File: src/rtl/sync_fifo_pkg.sv
// Shared definitions for sync_fifo_flags.
//   - ptr_width():         pointer/count width for a given depth (one extra MSB for wrap).
//   - FIFO_MODE_STD/FWFT:  values for the FWFT parameter.
//   - fifo_params_legal(): elaboration-time legality check used by the top.
package sync_fifo_pkg;

    localparam int unsigned FIFO_MODE_STD  = 0;
    localparam int unsigned FIFO_MODE_FWFT = 1;

    function automatic int unsigned ptr_width(input int unsigned depth);
        return $clog2(depth) + 1;
    endfunction

    function automatic bit fifo_params_legal(input int unsigned width,
                                             input int unsigned depth,
                                             input int unsigned af_level,
                                             input int unsigned ae_level,
                                             input int unsigned fwft);
        return (width >= 1) && (depth >= 4) && ((depth & (depth - 1)) == 0) &&
               (af_level <= depth) && (ae_level < af_level) && (fwft <= 1);
    endfunction

endpackage

File: src/rtl/fifo_mem.sv
// Simple dual-port RAM backing sync_fifo_flags.
// Ports:
//   clk_i, rst_ni          clock, async active-low reset (read register only)
//   wr_en_i/wr_addr_i/wr_data_i   synchronous write port
//   rd_en_i/rd_addr_i      read port; rd_en_i only matters when REG_RD = 1
//   rd_data_o              registered read data (REG_RD = 1) or combinational (REG_RD = 0)
// The array itself is never reset.
module fifo_mem #(
    parameter int unsigned WIDTH  = 8,
    parameter int unsigned DEPTH  = 32,
    parameter bit          REG_RD = 1'b1
) (
    input  logic                     clk_i,
    input  logic                     rst_ni,
    input  logic                     wr_en_i,
    input  logic [$clog2(DEPTH)-1:0] wr_addr_i,
    input  logic [WIDTH-1:0]         wr_data_i,
    input  logic                     rd_en_i,
    input  logic [$clog2(DEPTH)-1:0] rd_addr_i,
    output logic [WIDTH-1:0]         rd_data_o
);

    logic [WIDTH-1:0] mem_q [DEPTH];

    always_ff @(posedge clk_i) begin
        if (wr_en_i) begin
            mem_q[wr_addr_i] <= wr_data_i;
        end
    end

    if (REG_RD) begin : gen_reg_rd
        logic [WIDTH-1:0] rd_data_q, rd_data_d;

        always_comb begin
            rd_data_d = rd_data_q;
            if (rd_en_i) begin
                rd_data_d = mem_q[rd_addr_i];
            end
        end

        always_ff @(posedge clk_i or negedge rst_ni) begin
            if (!rst_ni) begin
                rd_data_q <= '0;
            end else begin
                rd_data_q <= rd_data_d;
            end
        end

        assign rd_data_o = rd_data_q;
    end else begin : gen_comb_rd
        assign rd_data_o = mem_q[rd_addr_i];
    end

endmodule

File: src/rtl/sync_fifo_flags.sv
// Single-clock FIFO with occupancy count, programmable almost-full/almost-empty flags,
// sticky overflow/underflow, synchronous flush and optional first-word-fall-through.
// Ports:
//   CLK, RST                 clock (rising edge), async active-low reset
//   SOFT_CLR                 synchronous flush, wins over WR_EN/R_EN
//   DATA_IN, WR_EN           write data and request
//   R_EN                     read (pop) request
//   DATA_out                 read data (registered, or head entry in FWFT mode)
//   FULL_FLAG, EMPTY_FLAG, ALMOST_FULL, ALMOST_EMPTY, COUNT   registered status
//   OVERFLOW, UNDERFLOW      sticky dropped-write / dropped-read indicators
//   PARITY_ERR               only with SYNC_FIFO_PARITY_EN defined: one-cycle pulse when a
//                            read returns a word whose stored even parity does not match
// Build option: define SYNC_FIFO_PARITY_EN to add a parity bit per entry and PARITY_ERR.
module sync_fifo_flags
    import sync_fifo_pkg::*;
#(
    parameter int unsigned WIDTH    = 8,
    parameter int unsigned DEPTH    = 32,
    parameter int unsigned AF_LEVEL = DEPTH - 4,
    parameter int unsigned AE_LEVEL = 4,
    parameter int unsigned FWFT     = FIFO_MODE_STD
) (
    input  logic                   CLK,
    input  logic                   RST,
    input  logic                   SOFT_CLR,
    input  logic [WIDTH-1:0]       DATA_IN,
    input  logic                   WR_EN,
    input  logic                   R_EN,
    output logic [WIDTH-1:0]       DATA_out,
    output logic                   FULL_FLAG,
    output logic                   EMPTY_FLAG,
    output logic                   ALMOST_FULL,
    output logic                   ALMOST_EMPTY,
    output logic [$clog2(DEPTH):0] COUNT,
    output logic                   OVERFLOW,
`ifdef SYNC_FIFO_PARITY_EN
    output logic                   PARITY_ERR,
`endif
    output logic                   UNDERFLOW
);

    localparam int unsigned AW = $clog2(DEPTH);
    localparam int unsigned PW = ptr_width(DEPTH);
`ifdef SYNC_FIFO_PARITY_EN
    localparam int unsigned MW = WIDTH + 1;
`else
    localparam int unsigned MW = WIDTH;
`endif

    localparam logic [PW-1:0] DEPTH_CNT = PW'(DEPTH);
    localparam logic [PW-1:0] AF_CNT    = PW'(AF_LEVEL);
    localparam logic [PW-1:0] AE_CNT    = PW'(AE_LEVEL);

    if (!fifo_params_legal(WIDTH, DEPTH, AF_LEVEL, AE_LEVEL, FWFT)) begin : gen_param_err
        $error("sync_fifo_flags: illegal WIDTH/DEPTH/AF_LEVEL/AE_LEVEL/FWFT combination");
    end

    logic [PW-1:0] wr_ptr_q, wr_ptr_d;
    logic [PW-1:0] rd_ptr_q, rd_ptr_d;
    logic [PW-1:0] count_q, count_d;
    logic          full_q, full_d;
    logic          empty_q, empty_d;
    logic          afull_q, afull_d;
    logic          aempty_q, aempty_d;
    logic          ovf_q, ovf_d;
    logic          unf_q, unf_d;
    logic          wr_acc, rd_acc;
    logic [MW-1:0] wr_word, rd_word;

    always_comb begin
        // A flush cycle accepts nothing, so the RAM and read register stay untouched.
        rd_acc = R_EN && !empty_q && !SOFT_CLR;
        wr_acc = WR_EN && (!full_q || rd_acc) && !SOFT_CLR;

        wr_ptr_d = wr_ptr_q;
        rd_ptr_d = rd_ptr_q;
        ovf_d    = ovf_q;
        unf_d    = unf_q;

        if (SOFT_CLR) begin
            wr_ptr_d = '0;
            rd_ptr_d = '0;
            ovf_d    = 1'b0;
            unf_d    = 1'b0;
        end else begin
            if (wr_acc) wr_ptr_d = wr_ptr_q + 1'b1;
            if (rd_acc) rd_ptr_d = rd_ptr_q + 1'b1;
            if (WR_EN && !wr_acc) ovf_d = 1'b1;
            if (R_EN && !rd_acc)  unf_d = 1'b1;
        end

        // Pointers wrap modulo 2*DEPTH, so the difference is the occupancy 0..DEPTH.
        count_d  = wr_ptr_d - rd_ptr_d;
        full_d   = (count_d == DEPTH_CNT);
        empty_d  = (count_d == '0);
        afull_d  = (count_d >= AF_CNT);
        aempty_d = (count_d <= AE_CNT);
    end

    always_ff @(posedge CLK or negedge RST) begin
        if (!RST) begin
            wr_ptr_q <= '0;
            rd_ptr_q <= '0;
            count_q  <= '0;
            full_q   <= 1'b0;
            empty_q  <= 1'b1;
            afull_q  <= 1'b0;
            aempty_q <= 1'b1;
            ovf_q    <= 1'b0;
            unf_q    <= 1'b0;
        end else begin
            wr_ptr_q <= wr_ptr_d;
            rd_ptr_q <= rd_ptr_d;
            count_q  <= count_d;
            full_q   <= full_d;
            empty_q  <= empty_d;
            afull_q  <= afull_d;
            aempty_q <= aempty_d;
            ovf_q    <= ovf_d;
            unf_q    <= unf_d;
        end
    end

`ifdef SYNC_FIFO_PARITY_EN
    assign wr_word = {^DATA_IN, DATA_IN};
`else
    assign wr_word = DATA_IN;
`endif

    fifo_mem #(
        .WIDTH  (MW),
        .DEPTH  (DEPTH),
        .REG_RD (FWFT == FIFO_MODE_STD)
    ) u_mem (
        .clk_i     (CLK),
        .rst_ni    (RST),
        .wr_en_i   (wr_acc),
        .wr_addr_i (wr_ptr_q[AW-1:0]),
        .wr_data_i (wr_word),
        .rd_en_i   (rd_acc),
        .rd_addr_i (rd_ptr_q[AW-1:0]),
        .rd_data_o (rd_word)
    );

    if (FWFT == FIFO_MODE_FWFT) begin : gen_fwft_out
        // Stale RAM contents are masked so an empty FIFO always presents zero.
        assign DATA_out = empty_q ? '0 : rd_word[WIDTH-1:0];
    end else begin : gen_std_out
        assign DATA_out = rd_word[WIDTH-1:0];
    end

`ifdef SYNC_FIFO_PARITY_EN
    if (FWFT == FIFO_MODE_FWFT) begin : gen_fwft_par
        // The popped word is the head seen before the edge; flag it as the edge advances.
        logic par_err_q, par_err_d;
        assign par_err_d = rd_acc && (^rd_word);
        always_ff @(posedge CLK or negedge RST) begin
            if (!RST) par_err_q <= 1'b0;
            else      par_err_q <= par_err_d;
        end
        assign PARITY_ERR = par_err_q;
    end else begin : gen_std_par
        // Both terms are flop outputs: the read-valid flag and the registered RAM word.
        logic rd_vld_q, rd_vld_d;
        assign rd_vld_d = rd_acc;
        always_ff @(posedge CLK or negedge RST) begin
            if (!RST) rd_vld_q <= 1'b0;
            else      rd_vld_q <= rd_vld_d;
        end
        assign PARITY_ERR = rd_vld_q && (^rd_word);
    end
`endif

    assign COUNT        = count_q;
    assign FULL_FLAG    = full_q;
    assign EMPTY_FLAG   = empty_q;
    assign ALMOST_FULL  = afull_q;
    assign ALMOST_EMPTY = aempty_q;
    assign OVERFLOW     = ovf_q;
    assign UNDERFLOW    = unf_q;

endmodule

File: config.mk
export PLATFORM = sky130hd
export DESIGN_NAME = sync_fifo_flags
export DESIGN_NICKNAME = d
export VERILOG_FILES = /design/src/rtl/sync_fifo_pkg.sv /design/src/rtl/fifo_mem.sv /design/src/rtl/sync_fifo_flags.sv
export SDC_FILE = /design/constraint.sdc
export NUM_CORES = 1
export LEC_CHECK = 0
export CELL_PAD_IN_SITES_DETAIL_PLACEMENT = 1
export CELL_PAD_IN_SITES_GLOBAL_PLACEMENT = 1
export CORE_UTILIZATION = 30
export CTS_BUF_LIST = sky130_fd_sc_hd__clkbuf_8 sky130_fd_sc_hd__clkbuf_16
export DETAILED_ROUTE_END_ITERATION = 10
export HOLD_SLACK_MARGIN = 0.08
export PLACE_DENSITY = 0.59
export SLEW_MARGIN = 5
export SYNTH_ARGS = -nofsm -noshare
export SYNTH_HDL_FRONTEND = slang
export SYNTH_HIERARCHICAL = 1
export SYNTH_SLANG_ARGS = --single-unit
File: constraint.sdc
create_clock -name CLK -period 6.36 [get_ports CLK]
set_input_delay 0.636 -clock CLK [delete_from_list [all_inputs] [get_ports CLK]]
set_output_delay 0.636 -clock CLK [all_outputs]
set_load 0.005 [all_outputs]
# Yosys cells after proc, flatten, opt, wreduce, memory -nomap -nowiden
# Memories as Yosys holds them, arrays and structs flattened. A register that Yosys moved wholly into a read port is not among the register bits.
# Index checks and enable logic that the tools add are counted.
# word_totals
memories	1
in_bits	13
ram_bits	256
regBits	24
# classes
eq_ne	1
n_reduce_logical	16
mux	10
order_cmp	2
n_addsub	3
# memory_table
name	depth	word_bits	read_ports	rd_ports_with_merged_regs	write_ports	line	rtl
u_mem.mem_q	32	8	1	1	1	fifo_mem.sv:23	logic [WIDTH-1:0] mem_q [DEPTH];
# ops
cell	count
$mux 6	4
$add 6x1->6 const B	2
$eq 6x6->1 const B	1
$ge 6x5->1 const B	1
$le 6x3->1 const B	1
$logic_and 1x1->1	6
$logic_not 1->1	6
$logic_not 6->1	1
$mux 1	6
$sub 6x6->6	1
$reduce_bool 2->1	2
$logic_or 1x1->1	1

# Depth between registers and ports, before layout
# logic_depth
depth_word	10
depth_mapped	12
depth_no_buf	12

# Hierarchy
# The synthesis kept the hierarchy.
# by_module_without_submodules
module	seq_area_each_um2	cells_each	area_each_um2	instances
fifo_mem	7887.6	591	10421.2	1
sync_fifo_flags	603.1	112	1206.2	1

# Worst setup path before layout
# OpenSTA, ideal clock, no wires.
# synth_path
path_type	input -> register
start	in R_EN
end	reg aempty_q, in the netlist ALMOST_EMPTY
path_slack_ps	3417
setup_time_ps	81
arrival_ps	2862
t_required_ps	6279
path_stages	11
path_cell_list	nor3b_2 o21ai_2 xor2_1 or2_1 ha_1 fa_1 o21ai_0 a21oi_1 xnor2_1 or2_2 a211oi_2
# synth_between
elab_chain_len	9
# synth_lines
element	line	rtl
start: declaration	sync_fifo_flags.sv:28	input logic R_EN,
$logic_and 1x1->1 * (2 in a row)	sync_fifo_flags.sv:72	rd_acc = R_EN && !empty_q && !SOFT_CLR;
$logic_or 1x1->1	sync_fifo_flags.sv:73	wr_acc = WR_EN && (!full_q || rd_acc) && !SOFT_CLR;
$logic_and 1x1->1 (2 in a row)	sync_fifo_flags.sv:73	
$mux 6	sync_fifo_flags.sv:86	if (wr_acc) wr_ptr_d = wr_ptr_q + 1'b1;
$mux 6	sync_fifo_flags.sv:80	if (SOFT_CLR) begin
$sub 6x6->6 *	sync_fifo_flags.sv:93	count_d = wr_ptr_d - rd_ptr_d;
via count_d[4]	sync_fifo_flags.sv:60	logic [PW-1:0] count_q, count_d;
$le 6x3->1 *	sync_fifo_flags.sv:97	aempty_d = (count_d <= AE_CNT);
via aempty_d	sync_fifo_flags.sv:64	logic aempty_q, aempty_d;
end signal: assignment	sync_fifo_flags.sv:118	aempty_q <= aempty_d;
end: declaration	sync_fifo_flags.sv:64	
# Mark *: on every way through the listed nets, which the timed path passes. The rest lies on a longest branch.
# A chain may end at the register's enable or synchronous reset.

# Worst setup path after layout
# layout_path
start	in SOFT_CLR
end	reg full_q, in the netlist FULL_FLAG
# layout_between
elab_chain_len	9
# layout_lines
element	line	rtl
start: declaration	sync_fifo_flags.sv:25	input logic SOFT_CLR,
$logic_not 1->1 *	sync_fifo_flags.sv:72	
$logic_and 1x1->1 *	sync_fifo_flags.sv:72	
via rd_acc	sync_fifo_flags.sv:67	logic wr_acc, rd_acc;
$logic_or 1x1->1	sync_fifo_flags.sv:73	
$logic_and 1x1->1 (2 in a row)	sync_fifo_flags.sv:73	
$mux 6	sync_fifo_flags.sv:86	
$mux 6	sync_fifo_flags.sv:80	
$sub 6x6->6 *	sync_fifo_flags.sv:93	
via count_d[4]	sync_fifo_flags.sv:60	
$eq 6x6->1 *	sync_fifo_flags.sv:94	full_d = (count_d == DEPTH_CNT);
via full_d	sync_fifo_flags.sv:61	logic full_q, full_d;
end signal: assignment	sync_fifo_flags.sv:115	full_q <= full_d;
end: declaration	sync_fifo_flags.sv:61	
# Marked as above.

==> results.txt <==
The areal power density over the cells is 334 nW/um2. The clock passes through at most 3 buffers. The clock tree from TritonCTS is built. The slowest cell on the critical path is sky130_fd_sc_hd__clkdlybuf4s50_1. The port buffer count is 32. After detailed routing, the number of remaining DRC violations is 0. The highest layer touched by signal routing is met4.

The reported leakage power came out at 4.37 nW. Of the cells placed in the final design, the portion with a size suffix greater than 1 is 0.111. The setup TNS is 0 ns. The final cell utilization of the core came out at 0.353. In this run the vertical extent of the chip is 199 um. The detailed-route vias per instance is 4.87. The initial cell density of the core came out at 0.307. The signal on the critical path passes through clkdlybuf4s50_1 -> nor3b_2 -> buf_4 -> o21ai_2 -> xor2_1 -> or2_1 -> ha_1 -> fa_1 -> o21ai_0 -> a21oi_1 -> xnor2_1 -> or2_2 -> nor3b_1.

The pin count of the biggest net entering global routing is 55. The final weighted congestion in routability-driven placement is 0.750. The number of clock sinks seen by CTS came out at 288.

The worst path required time is 6.82 ns. The count of endpoints failing hold in the final timing report came out at 0. The root buffer cell chosen for the clock tree is sky130_fd_sc_hd__clkbuf_16. Detailed routing placed a total of 1040 um of wire on met3.

Headroom to the max-slew limit came out at 0.356. The number of nets at the end of the flow is 767. The global route total overflow came out at 0. The residual antenna-violating net count after detailed routing came out at 0.

The mean instance size in the synthesized netlist came out at 16.5 um2. The number of placed instances, taps included, is 1226. Of the post-synthesis cell area, the dominant cell type holds 0.661. The wire length of the first global-routing pass is 41400 um. The first detailed-routing pass took 4 iterations. The depth of the CTS H-tree came out at 1.

After layout, the minimum clock period comes to 3.70 ns. The source-to-sink clock delay at the later pin of the worst-skew pair came out at 0.55 ns. The routed length on met1 is 11900 um.

The flop and latch count out of synthesis came out at 288. The final-report setup violation count is 0. The largest single stage delay on the critical path is 0.85 ns. The area of the die is 39500 um2. The highest ir drop seen on vdd came out at 0.211 mV.

Sorting the synthesized cells by area gives the leading types as sky130_fd_sc_hd__edfxtp_1 66%, sky130_fd_sc_hd__mux2i_1 11%, sky130_fd_sc_hd__dfrtp_1 6.5%. After synthesis, the netlist uses 45 different library cells. The total inserted antenna cells is 0. The total routed wirelength came out at 27500 um. The post-synthesis instance total came out at 703. The via count of the first global-routing pass is 6634. The number of nets in the synthesized netlist came out at 724.

The floorplan row count is 71. The final-report max-slew violation count is 0. Dividing the detail-routed wire length by the instance count gives 21.5 um. The worst hold-check slack came out at 0.194 ns. Summing all multi-input logic gate instances after layout gives 2880 um2. The kind of end point of the critical path is a register.

The most common cell in the synthesized netlist is sky130_fd_sc_hd__edfxtp_1. The synthesis-to-finish area growth is 15.2%. The worst setup path is launched from a primary input. The slew of the pin with the lowest slew margin came out at 0.967 ns. Setup repair after global routing left no endpoint under its margin.

The number of fill cells in the layout is 3895. The routed wire length on met2 is 13600 um. Clock tree synthesis inserted a total of 29 buffers. The share of async-settable or async-resettable flops after synthesis is 0.111. The count of instances resized after the clock tree is built is 0. Among all flip-flop cells after synthesis, the most frequent one is sky130_fd_sc_hd__edfxtp_1. Once the clock tree was built, the setup fixing pass inserted 0 buffers. The clock slew seen by the registers of the worst setup and hold paths came out at 0.06 ns. Data on the critical path arrives at its endpoint at 4.16 ns. Counting instances in the post-synthesis netlist gives the leading cell types as 256 x sky130_fd_sc_hd__edfxtp_1, 130 x sky130_fd_sc_hd__mux2i_1, 64 x sky130_fd_sc_hd__a22oi_1.

By startpoint and endpoint, the worst setup path is classified as primary input to register. In the finished design, the share of the clock period the worst path needs comes to 0.581. The floorplan step set the die width to 199 um. The most area-hungry cell type in the Yosys netlist is sky130_fd_sc_hd__edfxtp_1. In the final layout, flip-flops and latches occupy 8490 um2. The final standard cell count with taps included and fillers excluded is 1280.

In this run, synthesis inferred 256 flip-flops with an integrated enable. The detailed router finished its first iteration with 369 violations. The sum of net half-perimeters after detailed placement is 17100 um.

The share of synthesized area occupied by flip-flops and latches came out at 0.730. Buffers inserted to repair hold after CTS numbered 0. The logic depth of the worst register-to-register path came out at 6.

The netlist area before placement is 11600 um2. For this run, the top clock speed supported by timing is 0.271 GHz. The vias after detailed routing is 6231. During I/O placement, the number of pins put on the boundary was 33.

The number of violations of the max-capacitance limit is 0. The Yosys warning count came out at 6. The run finished with clean final reports.

In this run the worst hold path is classified as primary input to async pin. The largest fanout on the critical path came out at 16. In the global route stage, overall resource usage came out at 0.142.

The initial antenna violation count came out at 0. The core box area came out at 37900 um2. The clock skew after layout is 0.0135 ns.
per-stage QoR:
step	total power, W	area (um2)	setup WS [ns]
2_1_floorplan	0.00262	11600	3.42
3_3_place_gp	0.00289	12500	2.15
3_5_place_dp	0.00289	12500	2.09
4_1_cts	0.00453	13400	2.66
5_1_grt	0.00465	13400	2.28
6_report	0.00448	13400	2.66
critical path: cells and delay by family:
kind | cells | cell delay, ns
buffers and inverters | 2 | 1.08
and+or+nand+nor | 4 | 0.91
adders and majority gates | 2 | 0.63
AOI/OAI and AO/OA | 3 | 0.61
xor gates and xnor gates | 2 | 0.28
sequential cells by signal, indices dropped and copies added (netlist names):
name,flops
COUNT,6
UNDERFLOW,1
OVERFLOW,1
ALMOST_EMPTY,1
ALMOST_FULL,1
u_mem/mem_q,256
EMPTY_FLAG,1
FULL_FLAG,1
rd_ptr_q,6
wr_ptr_q,6
u_mem/rd_data_o,8
cell type report:
| cell class | count | share of cell area |
|---|---|---|
| Sequential cell | 288 | 0.634 |
| Multi-Input combinational cell | 368 | 0.215 |
| Clock buffer | 29 | 0.0542 |
| Tap cell | 511 | 0.0477 |
| Timing Repair Buffer | 47 | 0.0319 |
| Clock inverter | 25 | 0.0138 |
| Inverter | 12 | 0.00336 |
final timing paths:
check / from / slack (ns) / to
worst max-delay path: SOFT_CLR / 2.66 / FULL_FLAG
min in group CLK: UNDERFLOW / 0.50 / UNDERFLOW
worst min-delay path: RST / 0.19 / COUNT[3]
worst min register to register: UNDERFLOW / 0.50 / UNDERFLOW
max in group asynchronous: RST / 5.53 / rd_ptr_q[0]
worst max register to register: rd_ptr_q[0] / 2.86 / u_mem/rd_data_o[2]
placed cells by master, fill, tap and decap left out, drive strengths merged, types with 7 or more instances in the layout:
cell             n
clkdlybuf4s50   31
or2             10
nor4             8
mux2             8
ha               7
a21oi           38
mux2i          130
edfxtp         256
nor2            43
nand2            7
a22oi           64
buf             16
inv             22
clkinv          12
clkbuf          29
dfrtp           30
routing by layer:
metal,vias up,track usage
met5,-,0
met4,0,0.0516
met3,47,0.0185
met2,129,0.243
met1,3235,0.185
li1,2820,-
report_power, final:
part           internal (W)  switching [W]
Combinational      0.000312       0.000318
Sequential          0.00213      0.0000787
Clock              0.000944       0.000691
logic make-up (layout without fill, tap and decap cells):
kind of cell               count (synthesis)  count (layout)  share of synthesized area
muxes                                    138             138                      0.120
and+or+nand+nor                           99              99                     0.0442
xor gates and xnor gates                  10              10                    0.00882
buffers and inverters                     47             113                     0.0230
DFF                                      288             288                      0.730
AOI/OAI and AO/OA                        113             113                     0.0648
adders and majority gates                  8               8                    0.00925
No activity file was read; power rests on OpenSTA's default activity.
==> RTL change 1 (same settings) <==
`WIDTH` is set to 8 in 2 places; all go to 12.
--- a/src/rtl/fifo_mem.sv
+++ b/src/rtl/fifo_mem.sv
@@ -8,3 +8,3 @@
 module fifo_mem #(
-    parameter int unsigned WIDTH  = 8,
+    parameter int unsigned WIDTH  = 12,
     parameter int unsigned DEPTH  = 32,
--- a/src/rtl/sync_fifo_flags.sv
+++ b/src/rtl/sync_fifo_flags.sv
@@ -16,3 +16,3 @@
 #(
-    parameter int unsigned WIDTH    = 8,
+    parameter int unsigned WIDTH    = 12,
     parameter int unsigned DEPTH    = 32,
Ports: changed (resized DATA_IN and DATA_out); port bits go from 33 to 41. The function was not compared with the original's and may differ.
==> RTL change 1 against the unedited design <==
  * Power is 50% higher
  * Design area rose by 44%
  * Critical endpoint is now u_mem/mem_q[26][1]
  * Sequential cell count up 132
  * Setup slack got worse by 390 ps
  * Synthesized cell count is 38% higher
  * Clock skew is 2.0 ps higher
  * Synthesized area is 44% higher
  * Global-route usage is 1.1 points higher
  * Routed wire length increased by 56%
==> RTL change 1: results (changes against the unedited design) <==
- Outcome: finished, final reports clean
- Net Sw Power: 1.65 mW (+52%)
- Latest clock arrival within the worst-skew pair: 570 ps (+20 ps)
- Max_slew headroom: 25.3% (-10 points)
- Sequential area share after synthesis: 74.2% (+1.2 points)
- Largest net degree at the start of global routing: 109 (+98%)
- Port Buf Inserts: 40 (+25%)
- Top area cells in the synthesized netlist: edfxtp_1 (69%), mux2i_1 (12%), dfrtp_1 (5.1%), a22oi_1 (4.3%), a21oi_1 (1.6%)
- Max reg flops: 384 (+50%)
- First-pass GRT wire length: 62500 um (+51%)
- VDD IR-drop max: 0.172 mV (-18%)
- Initial DRC Count: 701 (+90%)
- Most frequent cells after synthesis: edfxtp_1 (384), mux2i_1 (194), a22oi_1 (96)
- Worst Path Arrival: 4270 ps (+110 ps)
- Worst reg2reg endpoint: u_mem/mem_q[26][1]
- Total GRT Usage: 15.3% (+1.1 points)
- Synth top area share: 68.8% (+2.7 points)
- Post-synth cell types: 47 (+4.4%)
- Worst reg2reg setup slack: 2830 ps (-30 ps)
- Ys async rst share: 8.57% (-2.5 points)
- Dpl hpwl: 25900 um (+51%)
- H-Tree Depth: 2 (+1)
- Vias in the first global route: 9088 (+37%)
- Leakage: 6.15 nW (+41%)
- Via count: 8677 (+39%)
- EDFF count, synth: 384 (+50%)
- Placement Setup Slack: 1720 ps (-363 ps)
- Share of layout cells above drive strength 1: 11.3% (+0.28 points)
- FMAX: 245 MHz (-9.4%)
- Total Wirelength: 42800 um (+56%)
- Nets: 1039 (+35%)
-- RTL change 1: changes by cell type in the layout (fill, tap and decap cells not counted), moves of 4 or more --
cell / delta
clkdlybuf4s50_1: -4
clkinv_1: +6
clkbuf_16: +17
dfrtp_1: +4
a21oi_1: +16
a22oi_1: +32
mux2i_1: +64
buf_2: +12
buf_4: -9
edfxtp_1: +128
mux2_2: +4
nor4_1: +4
-- RTL change 1: kinds of logic after synthesis --
logic type	share of synthesized area, %
flops	74.2
mux	12.4
xor+xnor	0.612
buf+inv	2.55
fa+ha+maj	0.642
compound gates	6.40
simple gates	3.22
-- RTL change 1: metal layers --
metal  wire length, um  vias to the layer above  GRT usage (%)
li1                  -                     3905              -
met2             20400                      181           24.8
met4               744                        0           3.57
met1             19800                     4542           21.3
met5                 0                        -              0
met3              1820                       49           2.67
-- RTL change 1: area by class of cell --
class / instances / area share [%]
flip-flops and latches: 420 / 64.7
multi-input cells: 488 / 20.4
clock inverters: 37 / 1.74
inverters: 12 / 0.234
repair buffers: 47 / 2.08
well taps: 748 / 4.87
clock buffers: 46 / 5.98
-- RTL change 1: critical path, stage by stage --
cell	delay (ps)
clkdlybuf4s50_1	740
nor3b_4	290
buf_4	320
o21ai_2	190
nor2_1	320
nand3b_1	670
nor2_1	1070
-- RTL change 1: through the flow --
stage	instances	instance area [sq um]	power [mW]	utilization, %
after floorplan	969	16800	3.80	-
after global placement	1715	17700	4.16	32.2
after detailed placement	1715	17700	4.17	32.2
after CTS	1798	19200	6.80	34.8
after global routing	1798	19200	6.96	34.8
final	1798	19200	6.72	34.8
-- RTL change 1: power by group through the flow --
stage	clock network, mW	logic [mW]	registers (mW)
CTS	2.68	0.900	3.22
global route	2.78	0.956	3.23
global placement	0	0.887	3.28
detailed placement	0	0.896	3.28
floorplan	0	0.593	3.21
finish	2.62	0.890	3.22
-- RTL change 1: worst min-delay path by stage --
stage                                   start                  end  depth (start not counted)
final                                     RST             COUNT[5]                          1
after global routing                      RST          rd_ptr_q[5]                          1
after CTS                                 RST             COUNT[5]                          1
after detailed placement  u_mem/rd_data_o[10]  u_mem/rd_data_o[10]                          1
after global placement     u_mem/rd_data_o[2]   u_mem/rd_data_o[2]                          1
after floorplan                           RST          ALMOST_FULL                          0
==> RTL change 2 (config.mk and constraints unchanged) <==
Made on the original files. The output `COUNT` loses its register stage (`count_q` becomes a continuous assignment).
--- a/src/rtl/sync_fifo_flags.sv
+++ b/src/rtl/sync_fifo_flags.sv
@@ -103,3 +103,2 @@
             rd_ptr_q <= '0;
-            count_q  <= '0;
             full_q   <= 1'b0;
@@ -113,3 +112,2 @@
             rd_ptr_q <= rd_ptr_d;
-            count_q  <= count_d;
             full_q   <= full_d;
@@ -122,2 +120,4 @@
     end
+
+    assign count_q = count_d;
 
Check against the original RTL: not equivalent (Yosys sat finds a counterexample within 4 cycles, from zero or initial values and one cycle with RST low).
==> RTL change 2 against the unedited design <==
  * Synthesized area decreased by 1.2%
  * Routed wire length rose by 0.22%
  * Cell count down 0.78%
  * Setup slack got worse by 1300 ps
  * Sequential share of layout area decreased by 0.30 points
  * Global-route usage about the same
  * Power decreased by 1.8%
  * Design area decreased by 1.3%
  * Sequential cell count fell by 6
  * Via count shrank 1.1%
  * Register-to-register slack got worse by 300 ps
==> RTL change 2: results (changes against the unedited design) <==
- Outcome: finished, final reports clean
- Largest net degree at the start of global routing: 51 (-7.3%)
- GR Util met1: 20.1% (+1.7 points)
- R2R depth: 7 (+1)
- VDD IR-drop max: 0.203 mV (-3.7%)
- Initial DRC Count: 540 (+46%)
- Clock skew: 17.9 ps (+4.37 ps)
- CP max-delay cell: nor3b_2
- Net count after synthesis: 718 (-0.83%)
- Max FO, Critical Path: 17 (+1)
- Max_slew headroom: 18.4% (-17 points)
- DR WL/cell: 21.7 um (+1.0%)
- First-pass GRT wire length: 41200 um (-0.53%)
- M3 GR Usage: 1.79% (-0.060 points)
- Nets: 758 (-1.2%)
- Met2 Use GR: 23.5% (-0.77 points)
- Dpl hpwl: 16700 um (-2.3%)
- Top area cells in the synthesized netlist: edfxtp_1 (67%), mux2i_1 (11%), dfrtp_1 (5.2%), a22oi_1 (4.2%), a21oi_1 (1.6%)
- Via count: 6164 (-1.1%)
- Proportion of synthesized area in mux cells: 12.1% (+0.14 points)
- Synth Area in Adders: 0.936% (+0.011 points)
- PwrDens: 333 nW/um^2 (-0.47%)
- Leakage: 4.27 nW (-2.4%)
- Share of layout cells above drive strength 1: 11.1% (+0.014 points)
- WL met3: 926 um (-11%)
- Post-synthesis xor/xnor area fraction: 0.969% (+0.087 points)
- Crit path largest cell delay: 920 ps (+70 ps)
- Worst Path Arrival: 4390 ps (+230 ps)
- Vias in the first global route: 6475 (-2.4%)
- Compound-Gate Fraction of Synth Area: 6.53% (+0.055 points)
- Ys async rst share: 9.22% (-1.9 points)
-- RTL change 2: cell count changes in the layout (fill, tap and decap cells not counted), moves of 3 or more --
cell / delta
clkinv_1: +3
dfrtp_1: -6
inv_1: -4
nand4_1: +3
or2_1: -3
-- RTL change 2: logic make-up (layout without fill, tap and decap cells) --
family / count (synthesis) / in the layout
AOI/OAI and AO/OA: 112 / 112
xor gates and xnor gates: 11 / 11
adders and majority gates: 8 / 8
buffers and inverters: 47 / 109
DFF: 282 / 282
muxes: 138 / 138
and+or+nand+nor: 99 / 99
-- RTL change 2: per-stage QoR --
step / total power [mW] / area [sq um] / worst slack, ps / std cells / hold WS (ps)
2_1_floorplan: 2.57 / 11500 / 3190 / 697 / 340
3_3_place_gp: 2.85 / 12300 / 1430 / 1217 / 501
3_5_place_dp: 2.86 / 12300 / 1390 / 1217 / 503
4_1_cts: 4.45 / 13200 / 1370 / 1270 / 480
5_1_grt: 4.56 / 13200 / 1150 / 1270 / 516
6_report: 4.40 / 13200 / 1340 / 1270 / 490
-- RTL change 2: report_power, final --
part / total, mW / switching (mW) / leakage, nW / internal (mW)
clock network: 1.59 / 0.685 / 0.457 / 0.905
registers: 2.16 / 0.0799 / 2.63 / 2.08
logic: 0.648 / 0.330 / 1.18 / 0.318
-- RTL change 2: worst max path at each step --
stage,end,slack [ps]
6_report,COUNT[3],1340
2_1_floorplan,COUNT[5],3190
4_1_cts,COUNT[3],1370
3_5_place_dp,COUNT[3],1390
5_1_grt,COUNT[3],1150
3_3_place_gp,COUNT[5],1430
-- RTL change 2: layout make-up --
type	count	area [sq um]	area share [%]
clock buffers	29	726	5.49
inverters	11	41.3	0.312
repair buffers	45	418	3.16
flip-flops and latches	282	8340	63.1
well taps	511	639	4.84
multi-input cells	368	2890	21.9
clock inverters	24	161	1.22
